**src/rtl/control_vidas_pkg.sv**
```systemverilog
// Shared game definitions for the lives/grace controller: state encoding,
// parameter defaults and the life-count helper.
package control_vidas_pkg;

  typedef enum logic [2:0] {
    IDLE = 3'd0,
    PLAY = 3'd1,
    HIT  = 3'd2,
    OVER = 3'd3,
    WIN  = 3'd4
  } state_t;

  localparam logic [1:0] LIVES_INIT_DEF   = 2'd3;
  localparam logic [7:0] GRACE_FRAMES_DEF = 8'd60;
  localparam logic [7:0] BLINK_FRAMES_DEF = 8'd8;

  // Remove one life, pinned at zero so the count can never wrap.
  function automatic logic [1:0] lose_life(input logic [1:0] cur);
    lose_life = (cur == 2'd0) ? 2'd0 : cur - 2'd1;
  endfunction

endpackage

```
**src/rtl/grace_timer.sv**
```systemverilog
// Post-hit invulnerability timer: counts frame ticks after a clear pulse,
// flags the final tick and produces the heart blink phase while running.
module grace_timer
  import control_vidas_pkg::*;
#(
  parameter logic [7:0] GRACE_FRAMES = GRACE_FRAMES_DEF,
  parameter logic [7:0] BLINK_FRAMES = BLINK_FRAMES_DEF
) (
  input  logic clk,
  input  logic reset,
  input  logic clear,
  input  logic refr_tick,
  output logic done,
  output logic blink
);

  logic       run;
  logic [7:0] grace_cnt;
  logic [7:0] blink_cnt;
  logic       last_tick;
  logic       blink_wrap;

  assign last_tick  = (grace_cnt == GRACE_FRAMES - 8'd1);
  assign blink_wrap = (blink_cnt == BLINK_FRAMES - 8'd1);
  assign done       = run & refr_tick & ~clear & last_tick;

  // A clear (re)starts a grace window with the hearts blanked; outside a
  // window ticks are ignored and the gate rests high.
  always_ff @(posedge clk) begin
    if (reset) begin
      run       <= 1'b0;
      grace_cnt <= 8'd0;
      blink_cnt <= 8'd0;
      blink     <= 1'b1;
    end else if (clear) begin
      run       <= 1'b1;
      grace_cnt <= 8'd0;
      blink_cnt <= 8'd0;
      blink     <= 1'b0;
    end else if (run && refr_tick) begin
      if (last_tick) begin
        run       <= 1'b0;
        grace_cnt <= 8'd0;
        blink_cnt <= 8'd0;
        blink     <= 1'b1;
      end else begin
        grace_cnt <= grace_cnt + 8'd1;
        if (blink_wrap) begin
          blink_cnt <= 8'd0;
          blink     <= ~blink;
        end else begin
          blink_cnt <= blink_cnt + 8'd1;
        end
      end
    end
  end

endmodule

```
**src/rtl/control_vidas.sv**
```systemverilog
// Lives controller for the maze game: tracks lives, collision hits with a
// grace window, and the game-over / win end states.
module control_vidas
  import control_vidas_pkg::*;
#(
  parameter logic [1:0] LIVES_INIT   = LIVES_INIT_DEF,
  parameter logic [7:0] GRACE_FRAMES = GRACE_FRAMES_DEF,
  parameter logic [7:0] BLINK_FRAMES = BLINK_FRAMES_DEF
) (
  input  logic       clk,
  input  logic       reset,
  input  logic       start,
  input  logic       refr_tick,
  input  logic       collision,
  input  logic       goal,
  output logic [1:0] lives,
  output logic       playing,
  output logic       blink,
  output logic       hit,
  output logic       game_over,
  output logic       win
);

  state_t state;
  logic   enter_hit;
  logic   grace_done;

  // The grace window restarts on the same edge that moves PLAY into HIT.
  assign enter_hit = (state == PLAY) && collision && (lives > 2'd1);

  grace_timer #(
    .GRACE_FRAMES(GRACE_FRAMES),
    .BLINK_FRAMES(BLINK_FRAMES)
  ) u_grace (
    .clk      (clk),
    .reset    (reset),
    .clear    (enter_hit),
    .refr_tick(refr_tick),
    .done     (grace_done),
    .blink    (blink)
  );

  always_ff @(posedge clk) begin
    if (reset) begin
      state     <= IDLE;
      lives     <= LIVES_INIT;
      hit       <= 1'b0;
      playing   <= 1'b0;
      game_over <= 1'b0;
      win       <= 1'b0;
    end else begin
      hit <= 1'b0;
      case (state)
        IDLE: begin
          lives <= LIVES_INIT;
          if (start) begin
            state   <= PLAY;
            playing <= 1'b1;
          end
        end
        PLAY: begin
          // Collision wins over goal when both arrive together.
          if (collision) begin
            hit   <= 1'b1;
            lives <= lose_life(lives);
            if (lives > 2'd1) begin
              state <= HIT;
            end else begin
              state     <= OVER;
              playing   <= 1'b0;
              game_over <= 1'b1;
            end
          end else if (goal) begin
            state   <= WIN;
            playing <= 1'b0;
            win     <= 1'b1;
          end
        end
        HIT: begin
          if (grace_done) state <= PLAY;
        end
        OVER: begin
          if (start) begin
            state     <= IDLE;
            lives     <= LIVES_INIT;
            game_over <= 1'b0;
          end
        end
        WIN: begin
          if (start) begin
            state <= IDLE;
            lives <= LIVES_INIT;
            win   <= 1'b0;
          end
        end
        default: begin
          state     <= IDLE;
          lives     <= LIVES_INIT;
          playing   <= 1'b0;
          game_over <= 1'b0;
          win       <= 1'b0;
        end
      endcase
    end
  end

endmodule

```
**config.mk**
```make
export PLATFORM = sky130hd
export DESIGN_NAME = control_vidas
export DESIGN_NICKNAME = d
export VERILOG_FILES = /design/src/rtl/control_vidas_pkg.sv /design/src/rtl/grace_timer.sv /design/src/rtl/control_vidas.sv
export SDC_FILE = /design/constraint.sdc
export NUM_CORES = 1
export LEC_CHECK = 0
export ABC_AREA = 1
export CAP_MARGIN = 20
export CORE_AREA = 4 4 80 82
export CTS_CLUSTER_DIAMETER = 200
export DETAILED_ROUTE_END_ITERATION = 6
export DIE_AREA = 0 0 84 86
export GPL_TIMING_DRIVEN = 0
export SLEW_MARGIN = 40
export SYNTH_ARGS = -nofsm -noshare
export SYNTH_HDL_FRONTEND = slang
export SYNTH_SLANG_ARGS = --single-unit
```
**constraint.sdc**
```tcl
create_clock -name clk -period 1.7 [get_ports clk]
set_input_delay 0.17 -clock clk [delete_from_list [all_inputs] [get_ports clk]]
set_output_delay 0.17 -clock clk [all_outputs]
set_load 0.01 [all_outputs]
```
; After elaboration in Yosys (flattened, before gate mapping)
; Cells that the tools add are included.
[op_classes]
addsub = 3
n_lt_le_gt_ge = 1
n_eq_ne = 17
n_mux = 34
n_bitwise = 10
reduce_logical = 21
[ops]
columns = op, count
row1 = $mux 8, 3
row2 = $mux 1, 18
row3 = $add 8x1->8 const B, 2
row4 = $ne 2x2->1 const B, 8
row5 = $reduce_and 4->1, 4
row6 = $mux 3, 5
row7 = $pmux 3 s4, 1
row8 = $pmux 1 s3, 3
row9 = $reduce_or 3->1, 3
row10 = $eq 8x3->1 const B, 1
row11 = $eq 8x6->1 const B, 1
row12 = $not 1->1, 7
row13 = $eq 3x2->1 const B, 2
row14 = $mux 2, 3
row15 = $ne 3x3->1 const B, 2
row16 = $pmux 2 s3, 1
row17 = $reduce_or 2->1, 3
row18 = $reduce_and 2->1, 2
row19 = $reduce_bool 2->1, 2
row20 = $and 1x1->1, 3
row21 = $eq 3x1->1 const B, 1
row22 = $eq 3x3->1 const B, 1
row23 = $logic_and 1x1->1, 3
row24 = $logic_not 3->1, 1
row25 = 6 further kinds, 6
[totals]
ff_bits = 27
out_inout_bits = 7

; Logic depth before layout (Yosys ltp)
; Gate-level depths: netlist of run 1.
[logic_depth]
word_depth = 8
mapped_depth = 10
mapped_depth_nobuf = 10

; Hierarchy
; Synthesis of run 1 repeated with hierarchy kept, for this count alone.
[unflattened]
cells_unflattened = 210
area_unflattened_um2 = 1462.7
[by_module_without_submodules]
columns = module, n_inst, cells_each, area_each_um2, seq_area_each_um2
row1 = grace_timer, 1, 122, 913.4, 360.3
row2 = control_vidas, 1, 88, 549.3, 180.2

; Worst setup path after synthesis of run 1
; No wires, ideal clock.
[synth_timing]
path_kind = flip-flop to flip-flop
from = reg u_grace.grace_cnt[0]
to = reg u_grace.grace_cnt[6]
arrival_ps = 1206
required_ps = 1586
setup_slack_ps = 380
path_stages_with_launch = 8
n_path_buf = 0
period_less_slack_ps = 1320
cell_sequence = dfxtp_1 -> ha_1 -> inv_1 -> nor3_1 -> nand2_1 -> nor2_1 -> xor2_1 -> nor2_1
[synth_between]
elab_chain_cells = 2
elab_cells_between_ends = 3
classes_between = add/sub: 1 / eq/ne: 1 / mux: 1
[synth_lines]
columns = item, line_no
row1 = start: declaration, grace_timer.sv:18  ; logic [7:0] grace_cnt;
row2 = start signal: assignment, grace_timer.sv:47  ; grace_cnt <= grace_cnt + 8'd1;
row3 = $add 8x1->8 or $eq 8x6->1 (tied branches), "grace_timer.sv:47, grace_timer.sv:23"
row4 = $mux 8 (*), grace_timer.sv:41  ; if (last_tick) begin
; Mark *: on every way between the ends. The rest lies on a longest branch, timed or not.
; A chain may end at the register's enable or synchronous reset.

; Worst setup path after layout of run 1
[layout_timing]
from = reg lives[1]
to = out lives[1]
[layout_lines]
columns = item, line_no
row1 = start: declaration, control_vidas.sv:16  ; output logic [1:0] lives,
row2 = start signal: assignment, control_vidas.sv:65  ; lives <= lose_life(lives);
; No word-level cell between the ends.

==> impl_metrics.yaml, run 1 <==
status:
  outcome: "complete, no violations"
grt:
  track_usage: 0.0800
  grt-ovfl-total: 0
  antenna_found_initial: 0
  grt_first_pass_wirelength_um: 4860
  grt_pass1_vias: 1140
  grt_max_degree: 15
timing:
  setup_viol: 0
  hold_viol: 0
  drv_slew: 0
  timing.hold.ws_ns: 0.451
  tightest_slew_ns: 0.316
  period_share: 0.880
  skew_ns: 0.00555
  maxSlewHeadroom: 0.789
  tns_ns: 0
  fmax_mhz: 669
  rsz0062_at_grt: "no"
  finalCriticalPeriod_ns: 1.50
pwr:
  finalPower_w: 0.00195
  p_leak_nw: 0.656
  powerDensity_nw_per_um2: 1180
  ir_drop_mv: 0.616
cells_and_area:
  syn2layout_area_growth_pct: 18.6
  drive_gt1_frac: 0.138
  finalNonFillerCells: 285
  nets: 219
  diodes: 0
  fin_area_um2: 1650
routing:
  final_antenna_net_count: 0
  drt-pass1-iter-count: 4
  met1_length_um: 1310
  met2_wirelength_um: 1250
  top_layer_used: "met4"
  vias_per_cell: 4.28
  dr_wl_met3_um: 87
  vias: 1221
  drc: 0
  drt_iter0_markers: 60
  drt-total-wl_um: 2670
  routedWlPerCell_um: 9.36
critical_path:
  crit_buf_inv: 1
  criticalPathCategory: "reg -> out"
  crit_slowest_cell: "clkdlybuf4s50_1"
  startpoint: "lives[1]"
  crit_path_max_fanout: 6
  crit_arrival_ns: 1.33
  cpPeakStageDelay_ns: 0.59
  required_ns: 1.53
  r2r_start: "u_grace.grace_cnt[0]"
  end_kind: "primary output"
  crit_chain: "clkdlybuf4s50_1"
  crit_family: "buffers and inverters"
  start_kind: "register"
synthesis:
  ys_ff_latch: 27
  synth_cells: 194
  synth_edf_count: 0
  synth_commonest_cells: "nand2_1, dfxtp_1, inv_1"
  yosysSeqAreaShare: 0.388
  synth.avg_cell_area_um2: 7.18
  synth_top_area_frac: 0.388
  ys_warn_count: 0
  yosysMostFrequentCell: "nand2_1"
  synthFlopType: "dfxtp_1"
  synth_fp_nets: 202
  yosys.area.top_type: "dfxtp_1"
  synthesis.area_um2: 1390
  async_reset_ff_frac: 0
  ys_types: 28
  synth.area.top_cells: "dfxtp_1, nand2_1, inv_1"
clock_network:
  clock-sinks: 27
  numCtsBuffers: 3
  clock_latency_ns: 0.26
  post_cts_resized: 0
  cts_tree: "done"
  cts_max_path_buffers: 2
  clkTransAtPathRegs_ns: 0.09
  ctsHoldBuffers: 0
  cts_root_buf: "clkbuf_8"
  postCtsSetupBuffers: 0
  htree_levels: 1
min_path:
  hp-start: "u_grace.grace_cnt[5]"
  hp-class: "reg -> reg"
floorplan:
  dieArea_um2: 7220
  io_pins: 13
  start_util: 0.242
  fp.coreArea_um2: 5750
  die_w_um: 84
  die_h_um: 86
  num_rows: 28
place:
  dp.cells: 281
  port_buffers: 12
  gp_congestion: 0.852
  dp_hpwl_um: 2150
  place_area_um2: 1610
flow_run:
  maxCapViolations: 0
[metrics by stage]
step / setup WS (ns) / utilization
after global placement: 0.109 / 0.280
after floorplan: 0.380 / -
after CTS: 0.183 / 0.287
final: 0.204 / 0.287
after global routing: 0.0309 / 0.287
after detailed placement: 0.114 / 0.280
[where the power goes]
part | leakage (nW) | internal (W) | switching, W
clock | 0.0228 | 0.000167 | 0.000186
combinational | 0.414 | 0.000317 | 0.000465
sequential | 0.219 | 0.000727 | 0.0000855
[flip-flops by register name, indices dropped and copies added, names as in the netlist]
signal,cells
u_grace.grace_cnt,8
u_grace.blink,1
state,3
game_over,1
hit,1
u_grace.run,1
playing,1
u_grace.blink_cnt,8
lives,2
win,1
[worst paths after layout]
check                         end  slack, ns  cells after the start
max                      lives[1]       0.20                      1
min          u_grace.grace_cnt[5]       0.45                      2
max reg2reg  u_grace.grace_cnt[6]       0.21                      7
min reg2reg  u_grace.grace_cnt[5]       0.45                      2
[logic make-up after synthesis]
kind of cell               Yosys count  synth area share
buffers and inverters               31            0.0863
AOI/OAI and AO/OA                   24            0.0997
xor gates and xnor gates             5            0.0314
DFF                                 27             0.388
and+or+nand+nor                    105             0.376
adders and majority gates            2            0.0180
[cells in the final DEF (no fill, tap or decap), types with 2 or more instances in the layout]
| cell | netlist | routed |
|---|---|---|
| nor2_2 | 5 | 5 |
| nand2_2 | 5 | 5 |
| clkdlybuf4s50_1 | 0 | 12 |
| o21ai_1 | 3 | 3 |
| inv_1 | 24 | 24 |
| dfxtp_1 | 27 | 27 |
| nand3b_1 | 2 | 2 |
| clkbuf_8 | 0 | 3 |
| nor3_2 | 3 | 3 |
| nor2_1 | 22 | 22 |
| inv_2 | 6 | 6 |
| nand2_1 | 39 | 39 |
| nand3_1 | 16 | 16 |
| o21ai_0 | 5 | 5 |
| nor3b_2 | 2 | 2 |
| ha_1 | 2 | 2 |
| a21oi_1 | 12 | 12 |
| xor2_1 | 4 | 4 |
| nand4_1 | 2 | 2 |
| nor3_1 | 5 | 5 |
[layout make-up]
| type | instances | area (um^2) |
|---|---|---|
| repair buffers | 12 | 120 |
| clock buffers | 4 | 45.0 |
| inverters | 30 | 113 |
| fillers | 649 | 4090 |
| plain buffers | 1 | 7.51 |
| flip-flops and latches | 27 | 541 |
| well taps | 75 | 93.8 |
| multi-input cells | 136 | 732 |
[per-layer routing]
layer  track usage  vias to the layer above
met5             0                        -
met4        0.0263                        0
met3        0.0154                        2
met2         0.140                       15
met1        0.0992                      549
li1              -                      655
Note: power is estimated with default switching activity, not from simulation.
==> run 2: changes to the inputs <==
SETUP_SLACK_MARGIN = 0.3   (was default)
==> impl_metrics.yaml, run 2 (synthesis gave the netlist of run 1 again) <==
status:
  outcome: "complete, no violations"
floorplan:
  num_rows: 28
  die_w_um: 84
  start_util: 0.242
  dieArea_um2: 7220
  die_h_um: 86
  io_pins: 13
  fp.coreArea_um2: 5750
routing:
  drc: 0
  drt-pass1-iter-count: 4
  drt-total-wl_um: 2790
  final_antenna_net_count: 0
  drt_iter0_markers: 66
  routedWlPerCell_um: 9.66
  vias_per_cell: 4.27
  vias: 1235
grt:
  grt_first_pass_wirelength_um: 4900
  grt-ovfl-total: 0
  grt_pass1_vias: 1157
  track_usage: 0.0806
  antenna_found_initial: 0
  grt_max_degree: 15
critical_path:
  crit_arrival_ns: 1.17
  reg2regPathDepth: 8
  crit_slowest_cell: "clkdlybuf4s50_1"
  crit_family: "buffers and inverters"
  crit_path_max_fanout: 2
  crit_buf_inv: 1
  end_kind: "primary output"
  crit_chain: "clkdlybuf4s50_1"
  required_ns: 1.53
  criticalPathCategory: "reg -> out"
  start_kind: "register"
  cp.depth: 1
  cpPeakStageDelay_ns: 0.54
timing:
  hold_viol: 0
  period_share: 0.788
  setup_viol: 0
  drv_slew: 0
  fmax_mhz: 747
  tightest_slew_ns: 0.259
  maxSlewHeadroom: 0.827
  finalCriticalPeriod_ns: 1.34
  tns_ns: 0
  rsz0062_at_grt: "yes"
  skew_ns: 0.00584
cells_and_area:
  diodes: 0
  seqCellArea_um2: 551
  layout_commonest_cell: "nand2_1"
  utilization: 0.304
  syn2layout_area_growth_pct: 25.6
  drive_gt1_frac: 0.215
  nets: 223
  most-common-layout-cells: "nand2_1, inv_1, dfxtp_1, nor2_1, nand3_1"
  fillers: 650
  top_regs: "u_grace.blink_cnt: 8 flops, u_grace.grace_cnt: 8 flops, state: 3 flops"
  multiInputGateArea_um2: 782
pwr:
  ir_drop_mv: 0.619
  finalPower_w: 0.00198
  p_leak_nw: 0.711
  powerDensity_nw_per_um2: 1130
min_path:
  whs_path_depth: 2
  hp-class: "reg -> reg"
clock_network:
  cts_tree: "done"
  htree_levels: 1
  clock_latency_ns: 0.27
  ctsHoldBuffers: 0
  cts_max_path_buffers: 2
  clock-sinks: 27
  cts_root_buf: "clkbuf_8"
  numCtsBuffers: 3
  clkTransAtPathRegs_ns: 0.09
flow_run:
  maxCapViolations: 0
place:
  port_buffers: 12
  gp_congestion: 0.852
  dp_hpwl_um: 2150
-- run 2: layout make-up --
class | count | share of cell area
Timing Repair Buffer | 16 | 0.0901
Sequential cell | 27 | 0.315
Buffer | 1 | 0.00429
Inverter | 30 | 0.0644
Multi-Input combinational cell | 136 | 0.447
Tap cell | 75 | 0.0536
Clock buffer | 4 | 0.0258
-- run 2: report_power, final --
part	total, W	internal (W)	switching [W]
Sequential	0.000824	0.000734	0.0000902
Combinational	0.000798	0.000324	0.000473
Clock	0.000356	0.000167	0.000189
Total	0.00198	0.00123	0.000752
-- run 2: what timing repair did --
item                                   4_1_cts  5_1_grt
setup endpoints to repair                    2       22
resized for setup                            4       19
setup buffers                                0        4
endpoints found under the hold margin        0        0
pin swaps                                    0        4
-- run 2: worst paths after layout --
| kind | start | endpoint | slack (ns) |
|---|---|---|---|
| max | playing | playing | 0.36 |
| min | u_grace.grace_cnt[5] | u_grace.grace_cnt[5] | 0.45 |
| max reg2reg | u_grace.grace_cnt[0] | state[1] | 0.40 |
| min reg2reg | u_grace.grace_cnt[5] | u_grace.grace_cnt[5] | 0.45 |
-- run 2: per-layer routing --
layer / share of wire / vias up / GRT usage
li1: - / 662 / -
met1: 0.49 / 560 / 0.0986
met2: 0.48 / 11 / 0.142
met3: 0.023 / 2 / 0.0154
met4: 0.0072 / 0 / 0.0263
met5: 0 / - / 0
-- run 2: per-stage QoR --
step / area [um^2] / hold WS [ns] / cells / setup WS [ns]
after floorplan: 1390 / 0.239 / 194 / 0.380
after global placement: 1610 / 0.437 / 281 / 0.109
after detailed placement: 1610 / 0.441 / 281 / 0.114
after CTS: 1660 / 0.449 / 285 / 0.317
after global routing: 1750 / 0.459 / 289 / 0.269
final: 1750 / 0.453 / 289 / 0.361
==> run 3: changes to the inputs <==
clock period = 1.3 ns   (was 1.7 ns; I/O delays follow)
==> impl_metrics.yaml, run 3 (synthesis gave the netlist of run 1 again) <==
status:
  outcome: "complete, no violations"
pwr:
  combPwrFrac: 0.465
  p_leak_nw: 0.829
  p_int_w: 0.00179
  p_seq_frac: 0.376
  p_clk_frac: 0.159
  ir_drop_mv: 1.25
  powerDensity_nw_per_um2: 1460
  netSwitchingPower_w: 0.00124
  switching_share: 0.408
clock_network:
  clkTransAtPathRegs_ns: 0.09
  clock-sinks: 27
  htree_levels: 1
  cts_root_buf: "clkbuf_8"
  cts_tree: "done"
  cts_max_path_buffers: 2
  clock_latency_ns: 0.27
  numCtsBuffers: 3
  ctsHoldBuffers: 0
grt:
  grt_pass1_vias: 1294
  grt-ovfl-total: 0
  track_usage: 0.0903
  grt_max_degree: 15
  grt_first_pass_wirelength_um: 5520
  antenna_found_initial: 0
routing:
  drt-pass1-iter-count: 4
  final_antenna_net_count: 0
  vias_per_cell: 4.40
  drt_iter0_markers: 49
  drt-total-wl_um: 3430
  routedWlPerCell_um: 11.3
  vias: 1333
  drc: 0
floorplan:
  start_util: 0.242
  fp.coreArea_um2: 5750
  io_pins: 13
  num_rows: 28
  dieArea_um2: 7220
  die_w_um: 84
  die_h_um: 86
critical_path:
  crit_arrival_ns: 1.47
  crit_path_max_fanout: 6
  required_ns: 1.52
  crit_slowest_cell: "dfxtp_4"
  r2r_end: "state[1]"
  reg2regPathDepth: 8
  r2r_start: "state[0]"
  cpPeakStageDelay_ns: 0.40
  start_kind: "register"
  crit_path_frequent_cell: "nand3_2"
  end_kind: "register"
  ff2ff_setup_slack_ns: 0.05
  crit_chain: "inv_6 > nor2_4 > nand4_4 > nand3_4 > nand2_2 > nand3_2 > nand3_2 > inv_1"
  criticalPathCategory: "reg -> reg"
min_path:
  hp-start: "playing"
  whs_path_depth: 2
  hp-class: "reg -> reg"
  holdPathEnd: "playing"
cells_and_area:
  layout_commonest_cell: "nand2_1"
  top_regs: "u_grace.blink_cnt: 8 flops, u_grace.grace_cnt: 8 flops, state: 3 flops"
  nets: 237
  most-common-layout-cells: "nand2_1, inv_1, nor2_1, buf_4, dfxtp_1"
  syn2layout_area_growth_pct: 49.4
  diodes: 0
  drive_gt1_frac: 0.491
timing:
  maxSlewHeadroom: 0.810
  tns_ns: 0
  fmax_mhz: 799
  hold_viol: 0
  setup_viol: 0
  finalCriticalPeriod_ns: 1.25
  skew_ns: 0.00370
  timing.hold.ws_ns: 0.459
  drv_slew: 0
  tightest_slew_ns: 0.285
  period_share: 0.962
  rsz0062_at_grt: "yes"
place:
  dp_hpwl_um: 2260
  port_buffers: 12
  gp_congestion: 0.885
flow_run:
  maxCapViolations: 0
==> run 3: cell type report <==
type                       count  area, um^2
tap                           75        93.8
fill                         603        3660
inverter                      30         130
timing repair buffer          30         239
clock buffer                   4        45.0
sequential                    27         574
multi-input combinational    136         983
buffer                         1        15.0
==> run 3: metal layers <==
layer / up-vias / global-route usage / part of all wire
li1: 697 / - / -
met1: 619 / 0.110 / 0.44
met2: 15 / 0.166 / 0.53
met3: 2 / 0.0192 / 0.022
met4: 0 / 0.0146 / 0.0073
met5: - / 0 / 0
==> run 3: worst max-delay path by stage <==
stage / depth (start not counted) / end / from
2_1_floorplan: 7 / u_grace.grace_cnt[6] / u_grace.grace_cnt[1]
3_3_place_gp: 9 / state[1] / refr_tick
3_5_place_dp: 9 / state[1] / refr_tick
4_1_cts: 6 / u_grace.blink_cnt[5] / u_grace.grace_cnt[1]
5_1_grt: 9 / state[0] / state[2]
6_report: 8 / state[1] / state[0]
==> run 3: timing repair <==
action	in CTS	in global routing
setup endpoints to repair	33	33
setup buffers	11	7
gates resized for setup	40	44
pin swaps	9	14
==> run 3: critical path: cells and delay by family, from the launching register on <==
kind | cells | cell delay, ns
buffers and inverters | 2 | 0.10
DFF | 1 | 0.40
and+or+nand+nor | 6 | 0.69
==> run 3: through the flow <==
step	cells	total power, W	instance area [um^2]	setup WS, ns	utilization
3_3_place_gp	281	0.00225	1710	-0.238	0.297
4_1_cts	296	0.00284	1920	0.0757	0.334
5_1_grt	303	0.00325	2080	-0.0172	0.362
2_1_floorplan	194	0.00192	1490	0.0776	-
6_report	303	0.00303	2080	0.0492	0.362
3_5_place_dp	281	0.00225	1710	-0.234	0.297
==> run 3: power by group through the flow <==
stage,combinational (W),clock [W],sequential [W]
finish,0.00141,0.000480,0.00114
global route,0.00156,0.000533,0.00116
CTS,0.00122,0.000503,0.00111
detailed placement,0.00112,0,0.00113
global placement,0.00113,0,0.00112
floorplan,0.000777,0,0.00114
